$ cat src/rtl/uart_pkg.sv
// Shared types for the UART bus host: register map, host FSM states
// and the field positions of the peripheral's status words.
package uart_pkg;

    typedef enum logic [31:0] {
        RX_STATE = 32'd0,
        RX_DATA  = 32'd4,
        TX_STATE = 32'd8,
        TX_DATA  = 32'd12
    } regAddr_t;

    typedef enum logic [3:0] {
        INIT_RX,
        INIT_TX,
        IDLE,
        RX_RD,
        RX_CAP,
        RX_PUSH,
        TX_STAT,
        TX_CHK,
        TX_WR
    } hostState_t;

    localparam int COUNT_MSB   = 31;
    localparam int COUNT_LSB   = 24;
    localparam int STATUS_DONE = 0;

    function automatic logic [1:0] clampThree(input logic [7:0] n);
        return (n > 8'd3) ? 2'd3 : n[1:0];
    endfunction

endpackage

$ cat src/rtl/uart_byte_fifo.sv
// Byte FIFO with single push and a bulk pop of up to three entries;
// the three head entries are visible so a caller can pack them.
module uart_byte_fifo #(
    parameter int DEPTH = 4
) (
    input  logic                     clk,
    input  logic                     reset,
    input  logic                     pushEn,
    input  logic [7:0]               pushData,
    input  logic [1:0]               popCnt,
    output logic [7:0]               head0,
    output logic [7:0]               head1,
    output logic [7:0]               head2,
    output logic [$clog2(DEPTH):0]   count,
    output logic                     full,
    output logic                     empty
);

    localparam int AW = $clog2(DEPTH);
    localparam int CW = AW + 1;

    logic [7:0]    mem [DEPTH];
    logic [AW-1:0] wrPtr;
    logic [AW-1:0] rdPtr;

    always_ff @(posedge clk or posedge reset) begin
        if (reset) begin
            wrPtr <= '0;
            rdPtr <= '0;
            count <= '0;
        end else begin
            if (pushEn) wrPtr <= wrPtr + AW'(1);
            rdPtr <= rdPtr + AW'(popCnt);
            count <= count + CW'(pushEn) - CW'(popCnt);
        end
    end

    always_ff @(posedge clk) begin
        if (pushEn) mem[wrPtr] <= pushData;
    end

    assign head0 = mem[rdPtr];
    assign head1 = mem[rdPtr + AW'(1)];
    assign head2 = mem[rdPtr + AW'(2)];
    assign full  = (count == CW'(DEPTH));
    assign empty = (count == '0);

endmodule

$ cat src/rtl/uart_bus_host.sv
// Bus initiator for the UART peripheral: programs both baud rates once,
// then polls RX and TX in turn, bridging bytes to valid/ready streams.
module uart_bus_host #(
    parameter int RX_RATE  = 324,
    parameter int TX_RATE  = 5207,
    parameter int RX_DEPTH = 8,
    parameter int TX_DEPTH = 4,
    parameter int POLL_GAP = 16
) (
    input  logic        clk,
    input  logic        reset,
    input  logic [7:0]  tx_data,
    input  logic        tx_valid,
    output logic        tx_ready,
    output logic [7:0]  rx_data,
    output logic        rx_valid,
    input  logic        rx_ready,
    output logic        overrun,
    output logic        bus_error,
    output logic        ren,
    output logic        wen,
    output logic [31:0] addr,
    output logic [31:0] wdata,
    output logic [3:0]  strobe,
    input  logic [31:0] rdata,
    input  logic        request_stall,
    input  logic        error
);

    import uart_pkg::*;

    localparam int RAW = $clog2(RX_DEPTH);
    localparam int TAW = $clog2(TX_DEPTH);
    localparam int GW  = (POLL_GAP > 0) ? $clog2(POLL_GAP + 1) : 1;
    localparam logic [GW-1:0]  GAP_MAX    = GW'(POLL_GAP);
    localparam logic [RAW:0]   RX_ELIG_MAX = (RAW + 1)'(RX_DEPTH - 3);
    localparam logic [15:0]    RX_RATE16  = 16'(RX_RATE);
    localparam logic [15:0]    TX_RATE16  = 16'(TX_RATE);

    hostState_t    state;
    logic [GW-1:0] gapCnt;
    logic          rxTurn;
    logic [23:0]   rxBytes;
    logic [1:0]    rxN;
    logic [1:0]    rxIdx;
    logic [1:0]    txK;

    logic [RAW:0]  rxCount;
    logic [TAW:0]  txCount;
    logic          rxEmpty;
    logic          txFull;
    logic          txEmpty;
    logic [7:0]    txHead0;
    logic [7:0]    txHead1;
    logic [7:0]    txHead2;
    logic [7:0]    rxPushData;
    logic [1:0]    rxCapN;
    logic [1:0]    txAvail;
    logic [31:0]   txWord;
    logic          accepted;
    logic          rxPush;
    logic          rxPop;
    logic          txPush;
    logic [1:0]    txPopCnt;
    logic          goRx;
    logic          goTx;
    logic [7:0]    unusedRxHead1;
    logic [7:0]    unusedRxHead2;
    logic          unusedRxFull;

    assign accepted = (ren | wen) & ~request_stall;
    assign tx_ready = ~reset & ~txFull;
    assign rx_valid = ~rxEmpty;
    assign txPush   = tx_valid & tx_ready;
    assign rxPop    = rx_valid & rx_ready;
    assign rxPush   = (state == RX_PUSH);
    assign txPopCnt = (state == TX_WR && accepted) ? txK : 2'd0;
    assign rxCapN   = clampThree(rdata[COUNT_MSB:COUNT_LSB]);
    assign txAvail  = clampThree(8'(txCount));

    // Turn order is only a preference; an ineligible side yields its slot.
    assign goRx = (rxCount <= RX_ELIG_MAX) & (rxTurn | txEmpty);
    assign goTx = ~txEmpty & ~goRx;

    assign txWord = {6'd0, txAvail,
                     (txAvail == 2'd3) ? txHead2 : 8'h00,
                     (txAvail >= 2'd2) ? txHead1 : 8'h00,
                     txHead0};

    always_comb begin
        rxPushData = rxBytes[7:0];
        unique case (rxIdx)
            2'd1:    rxPushData = rxBytes[15:8];
            2'd2:    rxPushData = rxBytes[23:16];
            default: rxPushData = rxBytes[7:0];
        endcase
    end

    always_ff @(posedge clk or posedge reset) begin
        if (reset) begin
            state     <= INIT_RX;
            ren       <= 1'b0;
            wen       <= 1'b0;
            addr      <= '0;
            wdata     <= '0;
            strobe    <= '0;
            gapCnt    <= '0;
            rxTurn    <= 1'b1;
            rxBytes   <= '0;
            rxN       <= '0;
            rxIdx     <= '0;
            txK       <= '0;
            overrun   <= 1'b0;
            bus_error <= 1'b0;
        end else begin
            if (accepted && error) bus_error <= 1'b1;
            unique case (state)
                INIT_RX: begin
                    if (!wen) begin
                        wen    <= 1'b1;
                        addr   <= RX_STATE;
                        strobe <= 4'b1100;
                        wdata  <= {RX_RATE16, 16'h0};
                    end else if (accepted) begin
                        wen   <= 1'b0;
                        state <= INIT_TX;
                    end
                end
                INIT_TX: begin
                    if (!wen) begin
                        wen    <= 1'b1;
                        addr   <= TX_STATE;
                        strobe <= 4'b1100;
                        wdata  <= {TX_RATE16, 16'h0};
                    end else if (accepted) begin
                        wen   <= 1'b0;
                        state <= IDLE;
                    end
                end
                IDLE: begin
                    if (gapCnt != GAP_MAX) begin
                        gapCnt <= gapCnt + GW'(1);
                    end else begin
                        gapCnt <= '0;
                        unique case (1'b1)
                            goRx: begin
                                state  <= RX_RD;
                                rxTurn <= 1'b0;
                            end
                            goTx: begin
                                state  <= TX_STAT;
                                rxTurn <= 1'b1;
                            end
                            default: ;
                        endcase
                    end
                end
                RX_RD: begin
                    if (!ren) begin
                        ren    <= 1'b1;
                        addr   <= RX_DATA;
                        strobe <= 4'b1111;
                        wdata  <= '0;
                    end else if (accepted) begin
                        ren   <= 1'b0;
                        state <= RX_CAP;
                    end
                end
                RX_CAP: begin
                    if (rdata[COUNT_MSB:COUNT_LSB] > 8'd3) overrun <= 1'b1;
                    rxBytes <= rdata[23:0];
                    rxN     <= rxCapN;
                    rxIdx   <= '0;
                    state   <= (rxCapN == 2'd0) ? IDLE : RX_PUSH;
                end
                RX_PUSH: begin
                    rxIdx <= rxIdx + 2'd1;
                    if (rxIdx == rxN - 2'd1) state <= IDLE;
                end
                TX_STAT: begin
                    if (!ren) begin
                        ren    <= 1'b1;
                        addr   <= TX_STATE;
                        strobe <= 4'b1111;
                        wdata  <= '0;
                    end else if (accepted) begin
                        ren   <= 1'b0;
                        state <= TX_CHK;
                    end
                end
                TX_CHK: begin
                    // The packed word and pop count are frozen here so
                    // pushes during the write cannot change them.
                    if (rdata[STATUS_DONE]) begin
                        txK    <= txAvail;
                        wen    <= 1'b1;
                        addr   <= TX_DATA;
                        strobe <= 4'b1111;
                        wdata  <= txWord;
                        state  <= TX_WR;
                    end else begin
                        state <= IDLE;
                    end
                end
                TX_WR: begin
                    if (accepted) begin
                        wen   <= 1'b0;
                        state <= IDLE;
                    end
                end
                default: state <= IDLE;
            endcase
        end
    end

    uart_byte_fifo #(.DEPTH(RX_DEPTH)) rxFifo (
        .clk      (clk),
        .reset    (reset),
        .pushEn   (rxPush),
        .pushData (rxPushData),
        .popCnt   ({1'b0, rxPop}),
        .head0    (rx_data),
        .head1    (unusedRxHead1),
        .head2    (unusedRxHead2),
        .count    (rxCount),
        .full     (unusedRxFull),
        .empty    (rxEmpty)
    );

    uart_byte_fifo #(.DEPTH(TX_DEPTH)) txFifo (
        .clk      (clk),
        .reset    (reset),
        .pushEn   (txPush),
        .pushData (tx_data),
        .popCnt   (txPopCnt),
        .head0    (txHead0),
        .head1    (txHead1),
        .head2    (txHead2),
        .count    (txCount),
        .full     (txFull),
        .empty    (txEmpty)
    );

endmodule

$ cat config.mk
export PLATFORM = sky130hd
export DESIGN_NAME = uart_bus_host
export DESIGN_NICKNAME = d
export VERILOG_FILES = /design/src/rtl/uart_pkg.sv /design/src/rtl/uart_byte_fifo.sv /design/src/rtl/uart_bus_host.sv
export SDC_FILE = /design/constraint.sdc
export NUM_CORES = 1
export LEC_CHECK = 0
export ABC_CLOCK_PERIOD_IN_PS = 5700
export CAP_MARGIN = 20
export CORE_MARGIN = 5
export CORE_UTILIZATION = 55
export CTS_BUF_LIST = sky130_fd_sc_hd__clkbuf_8
export DETAILED_ROUTE_END_ITERATION = 8
export GPL_ROUTABILITY_DRIVEN = 0
export PLACE_DENSITY = 0.85
export SLEW_MARGIN = 15
export SYNTH_ARGS = -nofsm -noshare
export SYNTH_HDL_FRONTEND = slang
export SYNTH_HIERARCHICAL = 1
export SYNTH_SLANG_ARGS = --single-unit
$ cat constraint.sdc
create_clock -name clk -period 5.7 [get_ports clk]
set_input_delay 0.855 -clock clk [delete_from_list [all_inputs] [get_ports clk]]
set_output_delay 0.855 -clock clk [all_outputs]
set_load 0.005 [all_outputs]
# --- After elaboration in Yosys (flattened, before gate mapping) ---
# Memory sizes are Yosys's and may differ from the RTL's.
# Cells that the tools add are included.
word_totals:
  output_inout_bits: 82
  regBits: 129
  ramBits: 96
  mem_count: 2
  elab_cells: 156
memory_table:
  columns: ["memory", "words", "word_bits", "read_ports", "rd_ports_with_merged_regs", "wr", "line_no", "source"]
  rows:
  - ["rxFifo.mem", 8, 8, 1, 0, 1, "uart_byte_fifo.sv:22", "logic [7:0] mem [DEPTH];"]
  - ["txFifo.mem", 4, 8, 3, 0, 1, "uart_byte_fifo.sv:22", null]
classes:
  add_sub_neg: 13
  bitwise_logic: 15
  n_mux: 48
  eq_ne: 32
  order_cmp: 4
  n_reduce_logical: 22
op_table:
  columns: ["operator", "n"]
  rows:
  - ["$mux W32", 9]
  - ["$pmux W32 S5", 1]
  - ["$pmux W32 S4", 1]
  - ["$mux W4", 14]
  - ["$pmux W4 S9", 1]
  - ["$ne A2 B2 Y1 const B", 17]
  - ["$eq A4 B3 Y1 const B", 4]
  - ["$mux W8", 2]
  - ["$pmux W8 S2", 1]
  - ["$pmux W4 S3", 1]
  - ["$reduce_and A10 Y1", 1]
  - ["$mux W1", 9]
  - ["$eq A4 B2 Y1 const B", 2]
  - ["$gt A8 B2 Y1 const B", 1]
  - ["$logic_not A4 Y1", 2]
  - ["$pmux W4 S2", 1]
  - ["$not A1 Y1", 7]
  - ["$add A2 B1 Y2 const B", 3]
  - ["$add A3 B1 Y3", 2]
  - ["$and A1 B1 Y1", 6]
  - ["$mux W2", 3]
  - ["$reduce_and A3 Y1", 2]
  - ["$reduce_and A6 Y1", 1]
  - ["$reduce_bool A3 Y1", 2]
  - ["35 further kinds", 41]

# --- Logic depth before layout (Yosys ltp) ---
# Gate-level depths: netlist (run 1).
logic_depth:
  ltp_word: 8
  ltp_mapped: 11
  ltp_nobuf: 10

# --- Cells and area by module ---
# Netlist (run 1), hierarchy kept.
by_module_without_submodules:
  columns: ["module", "cells_each", "instances", "seq_area_each_um2", "area_each_um2"]
  rows:
  - ["uart_byte_fifo (rxFifo)", 235, 1, 2172.1, 3763.6]
  - ["uart_bus_host", 348, 1, 1878.1, 3706.1]
  - ["uart_byte_fifo (txFifo)", 97, 1, 1136.1, 2047.0]

# --- Worst setup path before layout (run 1) ---
# OpenSTA, ideal clock, no wires.
synth_path:
  path_type: "input -> register"
  startpoint: "in request_stall"
  endpoint: "reg txFifo.count[2]"
  required_ns: 5.565
  setup_slack_ns: 3.403
  path_stages: 8
  arrival_time_ns: 2.161
  path_buffers: 0
  cell_sequence: "nor3_1 and2_1 ha_1 inv_1 ha_1 inv_1 fa_1 xor3_1"
synth_between:
  elab_chain_cells: 5
synth_rtl:
  columns: ["element", "line_no", "source"]
  rows:
  - ["start: declaration", "uart_bus_host.sv:26", "input logic request_stall,"]
  - ["$not A1 Y1", "uart_bus_host.sv:71", "assign accepted = (ren | wen) & ~request_stall;"]
  - ["$and A1 B1 Y1", "uart_bus_host.sv:71", null]
  - ["$logic_and A1 B1 Y1", "uart_bus_host.sv:77", "assign txPopCnt = (state == TX_WR && accepted) ? txK : 2'd0;"]
  - ["$mux W2", "uart_bus_host.sv:77", null]
  - ["named net txPopCnt[0]", "uart_bus_host.sv:64", "logic [1:0] txPopCnt;"]
  - ["$sub A3 B2 Y3", "uart_byte_fifo.sv:34", "count <= count + CW'(pushEn) - CW'(popCnt);"]
  - ["end signal: assignment", "uart_byte_fifo.sv:34", null]
  - ["end: declaration", "uart_byte_fifo.sv:14", "output logic [$clog2(DEPTH):0] count,"]
# The timed path passes the listed nets, and every way through them passes these cells.
# A chain may end at the register's enable or synchronous reset.

# --- Worst setup path in the final report (run 1) ---
layout_path:
  startpoint: "reg rxFifo.rdPtr[0]"
  endpoint: "out rx_data[5]"
layout_between:
  elab_chain_cells: 1
layout_rtl:
  columns: ["element", "line_no", "source"]
  rows:
  - ["start: declaration", "uart_byte_fifo.sv:24", "logic [AW-1:0] rdPtr;"]
  - ["start signal: assignment", "uart_byte_fifo.sv:33", "rdPtr <= rdPtr + AW'(popCnt);"]
  - ["$mem_v2 Z8 W8", null, null]
  - ["end: declaration", "uart_bus_host.sv:15", "output logic [7:0] rx_data,"]
# Every way passes these cells.

==> reports/qor.csv, run 1 <==
stage;metric;value;unit
outcome;run_status;finished, final reports clean;
job;cap_violations;0;
clocking;numClockSinks;188;
global_routing;grt_start_max_net_pins;45;
sta;final-max-slew-violation-count;0;
sta;period_minus_slack;3290;ps
sta;timing.max_slew.rel_slack;0.305;
synth;synth.yosys.warnings;6;
pwr;irDropWorstVdd;249;uV
critical_path;timing.setup.critical_path_class;reg -> out;
placement;buffer_ports.inserted;93;
sta;grt_setup_unrepaired;no;
sta;setup_tns;0;ps
synth;synth.cell_area;0.00880;mm2
critical_path;path_max_fanout;28;
critical_path;worst_setup_path_start_kind;flip-flop;
sta;fin_crit_sh;0.577;
global_routing;total_grt_overflow;0;
pwr;net-switching-power;1.80;mW
global_routing;grt.total_usage;0.199;
route;drc;0;
clocking;ctsHtreeMaxLevel;4;
clocking;tritoncts.num_buffers;17;
synth;synthesis.area_per_instance;14.1;um2
floorplan;core_area;0.0158;mm2
global_routing;grt_pass1_vias;5497;
global_routing;antenna_violations_before_repair;0;
global_routing;wire_length_of_the_first_global_routing_pass;28300;um
finish;antenna_cells;0;
placement;detailedPlacementHpwl;13000;um
pwr;power_frac_seq;0.447;
sta;final.setup_skew;16.1;ps
clocking;cts_root_buffer;sky130_fd_sc_hd__clkbuf_8;
clocking;clk_latency;460;ps
floorplan;floorplan.initialDensity;0.558;
clocking;cts_tree;built;
route;drt_first_iter_violations;399;
pwr;power.share.switching;0.356;
route;wirelength;17900;um
floorplan;die_width;137;um
pwr;p_clk_frac;0.158;
sta;worst-slew-pin-transition;1040;ps
floorplan;design.portCount;128;
sta;setup_violations;0;
sta;max_clock_freq;0.304;GHz
clocking;post_cts_setup_buffer_count;0;
route;drt-wirelength-per-cell;19.0;um
sta;count_of_final_hold_check_violations;0;
finish;post_route_cells_drive_above_1_share;0.162;
floorplan;floorplan.rows;46;
placement;dp_slack;2690;ps
route;drtAntennaViolNets;0;
worst_hold_path;worstHoldPathType;reg -> reg;
finish;layout.nets;779;
pwr;power_density;502;mW/mm2
sta;fin_ws;2410;ps
synth;netlist_instances;626;
clocking;maximum_buffer_depth_of_the_clock_tree;2;
pwr;power.internal;3.26;mW
clocking;path_clk_slew;90;ps
finish;fin_area;0.0101;mm2
floorplan;die_area;0.0186;mm2
route;drt_first_pass_iters;4;
placement;post_dp_cell_area;0.00970;mm2
finish;area_growth;14.4;%
pwr;power_leakage;3.94;nW
critical_path;worst-endpoint-required;4850;ps
critical_path;endpoint_kind;primary output;
finish;fin_util;0.638;
pwr;power.share.combinational;0.395;
route;vias_per_cell;5.61;
clocking;ctsHoldBuffers;0;
route;routed-via-count;5270;
clocking;post_cts_resize_count;0;
finish;final_common_cell;sky130_fd_sc_hd__edfxtp_1;
finish;layout.cells.most_common_list;sky130_fd_sc_hd__edfxtp_1, sky130_fd_sc_hd__clkdlybuf4s50_1, sky130_fd_sc_hd__dfrtp_1, sky130_fd_sc_hd__mux2_2, sky130_fd_sc_hd__conb_1;
floorplan;die_h;137;um
critical_path;cp.arrival;2430;ps
## layout make-up
cell class	count	area (um2)
Clock buffer	17	234
Clock inverter	15	114
Fill cell	1170	5700
Inverter	29	109
Multi-Input combinational cell	374	3160
Sequential cell	188	5190
Tap cell	216	270
Timing Repair Buffer	100	991
## layer usage
layer,wire (um),up-vias,track usage,share of wire
met5,0,-,0,0
met4,197,0,0.0554,0.011
met3,1160,15,0.0504,0.065
met2,9570,183,0.354,0.54
met1,6960,2661,0.242,0.39
li1,-,2411,-,-
## flip-flops by register name, indices dropped and copies added (netlist names), 4 cells and up
register and count:
rxBytes 24, state 4, wdata 27, gapCnt 5, rxFifo/mem 64, txFifo/mem 32, rxFifo/count 4
## stage by stage
step	power, mW	hold WS (ps)	instances
after detailed placement	4.28	448	906
after floorplan	3.59	441	661
after global placement	4.14	441	906
after global routing	5.38	505	939
final	5.06	468	939
after CTS	5.08	470	938
## worst max-delay path: stages (launching register included)
cell	delay, ps
sky130_fd_sc_hd__dfrtp_1	360
sky130_fd_sc_hd__buf_4	380
sky130_fd_sc_hd__mux4_2	550
sky130_fd_sc_hd__nand2_1	70
sky130_fd_sc_hd__o21ai_0	120
sky130_fd_sc_hd__clkdlybuf4s50_1	480
## power by group through the flow
stage,clock network [mW],logic (mW),registers [mW]
6_report,0.797,2.00,2.26
5_1_grt,0.865,2.20,2.31
4_1_cts,0.816,1.99,2.28
3_5_place_dp,0,1.98,2.30
3_3_place_gp,0,1.86,2.28
2_1_floorplan,0,1.49,2.10
## path summary, 6_finish.rpt
kind / startpoint / to / slack, ps / cells after the start
max: rxFifo/rdPtr[0] / rx_data[5] / 2410 / 5
min: bus_error / bus_error / 470 / 1
max reg2reg: state[1] / txFifo/count[2] / 3050 / 10
min reg2reg: bus_error / bus_error / 470 / 1
max in group asynchronous: reset / rxBytes[7] / 3750 / 3
min in group asynchronous: reset / txFifo/rdPtr[1] / 780 / 2
Note: power is estimated with default switching activity, not from simulation.
==> run 2, diff against run 1 <==
ABC_CLOCK_PERIOD_IN_PS = 2950   (was 5700)
CORE_UTILIZATION = 52   (was 55)
PLACE_DENSITY = 0.84   (was 0.85)
clock period = 2.95 ns   (was 5.7 ns; I/O delays follow)
==> run 2 against run 1 <==
Against the previous run: routed wire length grew 0.43%; largest power group unchanged; final area rose by 2.0%; worst hold slack got worse by 150 ps; first-iteration DRC count decreased by 13%; largest cell class unchanged; clock power grew 120%; critical endpoint unchanged.
==> reports/qor.csv, run 2 (synthesis gave the netlist of run 1 again) <==
stage;metric;value;unit
clocking;ctsHoldBuffers;0;
critical_path;cp.arrival;2310;ps
floorplan;die_area;0.0196;mm2
clocking;maximum_buffer_depth_of_the_clock_tree;2;
finish;fin_util;0.619;
job;cap_violations;0;
critical_path;endpoint_kind;primary output;
finish;antenna_cells;0;
clocking;cts_tree;built;
finish;biggestRegsByFlops;rxFifo/mem x64, txFifo/mem x32, wdata x27;
route;wirelength;18000;um
clocking;clk_latency;480;ps
route;drc;0;
pwr;power.internal;6.66;mW
sta;final-max-slew-violation-count;0;
finish;post_route_cells_drive_above_1_share;0.176;
global_routing;grt_pass1_vias;5522;
floorplan;design.portCount;128;
critical_path;timing.setup.critical_path_class;reg -> out;
floorplan;floorplan.initialDensity;0.531;
finish;seqCellArea;0.00519;mm2
global_routing;total_grt_overflow;0;
floorplan;die_width;140;um
placement;dp_slack;397;ps
sta;period_minus_slack;2750;ps
clocking;numClockSinks;188;
finish;largest_reg_flops;64;
sta;hold_slack;315;ps
floorplan;core_area;0.0166;mm2
sta;grt_setup_unrepaired;no;
global_routing;grt_start_max_net_pins;76;
pwr;power_density;986;mW/mm2
route;drtAntennaViolNets;0;
sta;count_of_final_hold_check_violations;0;
finish;multiInputGateArea;0.00316;mm2
placement;post-place-cells;925;
critical_path;path_max_fanout;28;
sta;setup_tns;0;ps
placement;detailedPlacementHpwl;13100;um
sta;final.setup_skew;20.0;ps
critical_path;worst-endpoint-required;2510;ps
finish;fillers;1229;
finish;regMostFlops;rxFifo/mem;
clocking;tritoncts.num_buffers;17;
sta;max_clock_freq;0.364;GHz
sta;setup_violations;0;
finish;post_layout_nonfiller_instances;957;
sta;fin_ws;202;ps
global_routing;wire_length_of_the_first_global_routing_pass;28700;um
outcome;run_status;finished, final reports clean;
clocking;ctsHtreeMaxLevel;4;
clocking;post_cts_setup_buffer_count;0;
pwr;power.share.combinational;0.405;
sta;timing.max_slew.rel_slack;0.361;
finish;layout.cells.most_common_list;sky130_fd_sc_hd__edfxtp_1, sky130_fd_sc_hd__clkdlybuf4s50_1, sky130_fd_sc_hd__dfrtp_1, sky130_fd_sc_hd__mux2_2, sky130_fd_sc_hd__conb_1;
sta;worst-slew-pin-transition;948;ps
floorplan;die_h;140;um
route;routed-via-count;5382;
critical_path;worst_setup_path_start_kind;flip-flop;
route;drt_first_pass_iters;7;
pwr;power_frac_seq;0.418;
placement;buffer_ports.inserted;93;
pwr;p_clk_frac;0.177;
finish;area_growth;16.6;%
clocking;path_clk_slew;90;ps
route;drt_first_iter_violations;349;
route;vias_per_cell;5.62;
floorplan;floorplan.rows;47;
sta;fin_crit_sh;0.932;
pwr;power_leakage;4.04;nW
route;drt-wirelength-per-cell;18.8;um
pwr;power.share.switching;0.342;
clocking;cts_root_buffer;sky130_fd_sc_hd__clkbuf_8;
global_routing;grt.total_usage;0.186;
worst_hold_path;worstHoldPathType;in -> async;
pwr;irDropWorstVdd;531;uV
finish;layout.nets;793;
global_routing;antenna_violations_before_repair;0;
finish;final_common_cell;sky130_fd_sc_hd__edfxtp_1;
pwr;net-switching-power;3.47;mW
run 2: cell types whose count changed in the layout (fill, tap and decap cells not counted), sizes merged:
cell      previous run  this run
clkbuf              17        19
clkinv               8         1
clkinvlp             0         3
inv                 36        35
buf                  7        21
bufinv               0         3
run 2: final timing paths:
check / startpoint / to / slack (ps) / depth (start not counted)
min: reset / txFifo/count[1] / 320 / 2
min reg2reg: bus_error / bus_error / 470 / 1
max in group asynchronous: reset / rxBytes[1] / 2160 / 3
min in group clk: bus_error / bus_error / 470 / 1
max reg2reg: state[0] / txFifo/count[2] / 490 / 10
max: rxFifo/rdPtr[0] / rx_data[5] / 200 / 5
run 2: repair_timing:
item,CTS,global route
hold endpoints to repair,0,0
setup endpoints to repair,0,1
gates resized for setup,0,1
run 2: area by class of cell:
type / count / share of cell area
Inverter: 29 / 0.0106
Clock buffer: 19 / 0.0255
Clock inverter: 13 / 0.0157
Sequential cell: 188 / 0.505
Timing Repair Buffer: 114 / 0.108
Multi-Input combinational cell: 374 / 0.308
Tap cell: 220 / 0.0268
run 2: metrics by stage:
step | total power, mW | instance area, um2
finish | 10.1 | 10300
floorplan | 6.94 | 8930
global placement | 8.12 | 9840
detailed placement | 8.39 | 9840
CTS | 10.2 | 10300
global route | 10.8 | 10300
run 2: critical path, cell delays in order (launching register included):
cell and delay, ps:
sky130_fd_sc_hd__dfrtp_1 410, sky130_fd_sc_hd__buf_12 220, sky130_fd_sc_hd__mux4_2 530, sky130_fd_sc_hd__nand2_1 90, sky130_fd_sc_hd__o21ai_0 110, sky130_fd_sc_hd__clkdlybuf4s50_1 460
run 2: per-layer routing:
layer | GRT usage | wire [um] | vias to the layer above
li1 | - | - | 2445
met1 | 0.226 | 6980 | 2725
met2 | 0.335 | 9760 | 191
met3 | 0.0460 | 1030 | 21
met4 | 0.0484 | 197 | 0
met5 | 0 | 0 | -
run 2: power by group through the flow:
stage	registers [mW]	logic, mW	clock network (mW)
3_5_place_dp	4.27	4.12	0
3_3_place_gp	4.22	3.90	0
4_1_cts	4.23	4.14	1.83
2_1_floorplan	4.06	2.89	0
6_report	4.23	4.10	1.79
5_1_grt	4.32	4.48	1.96
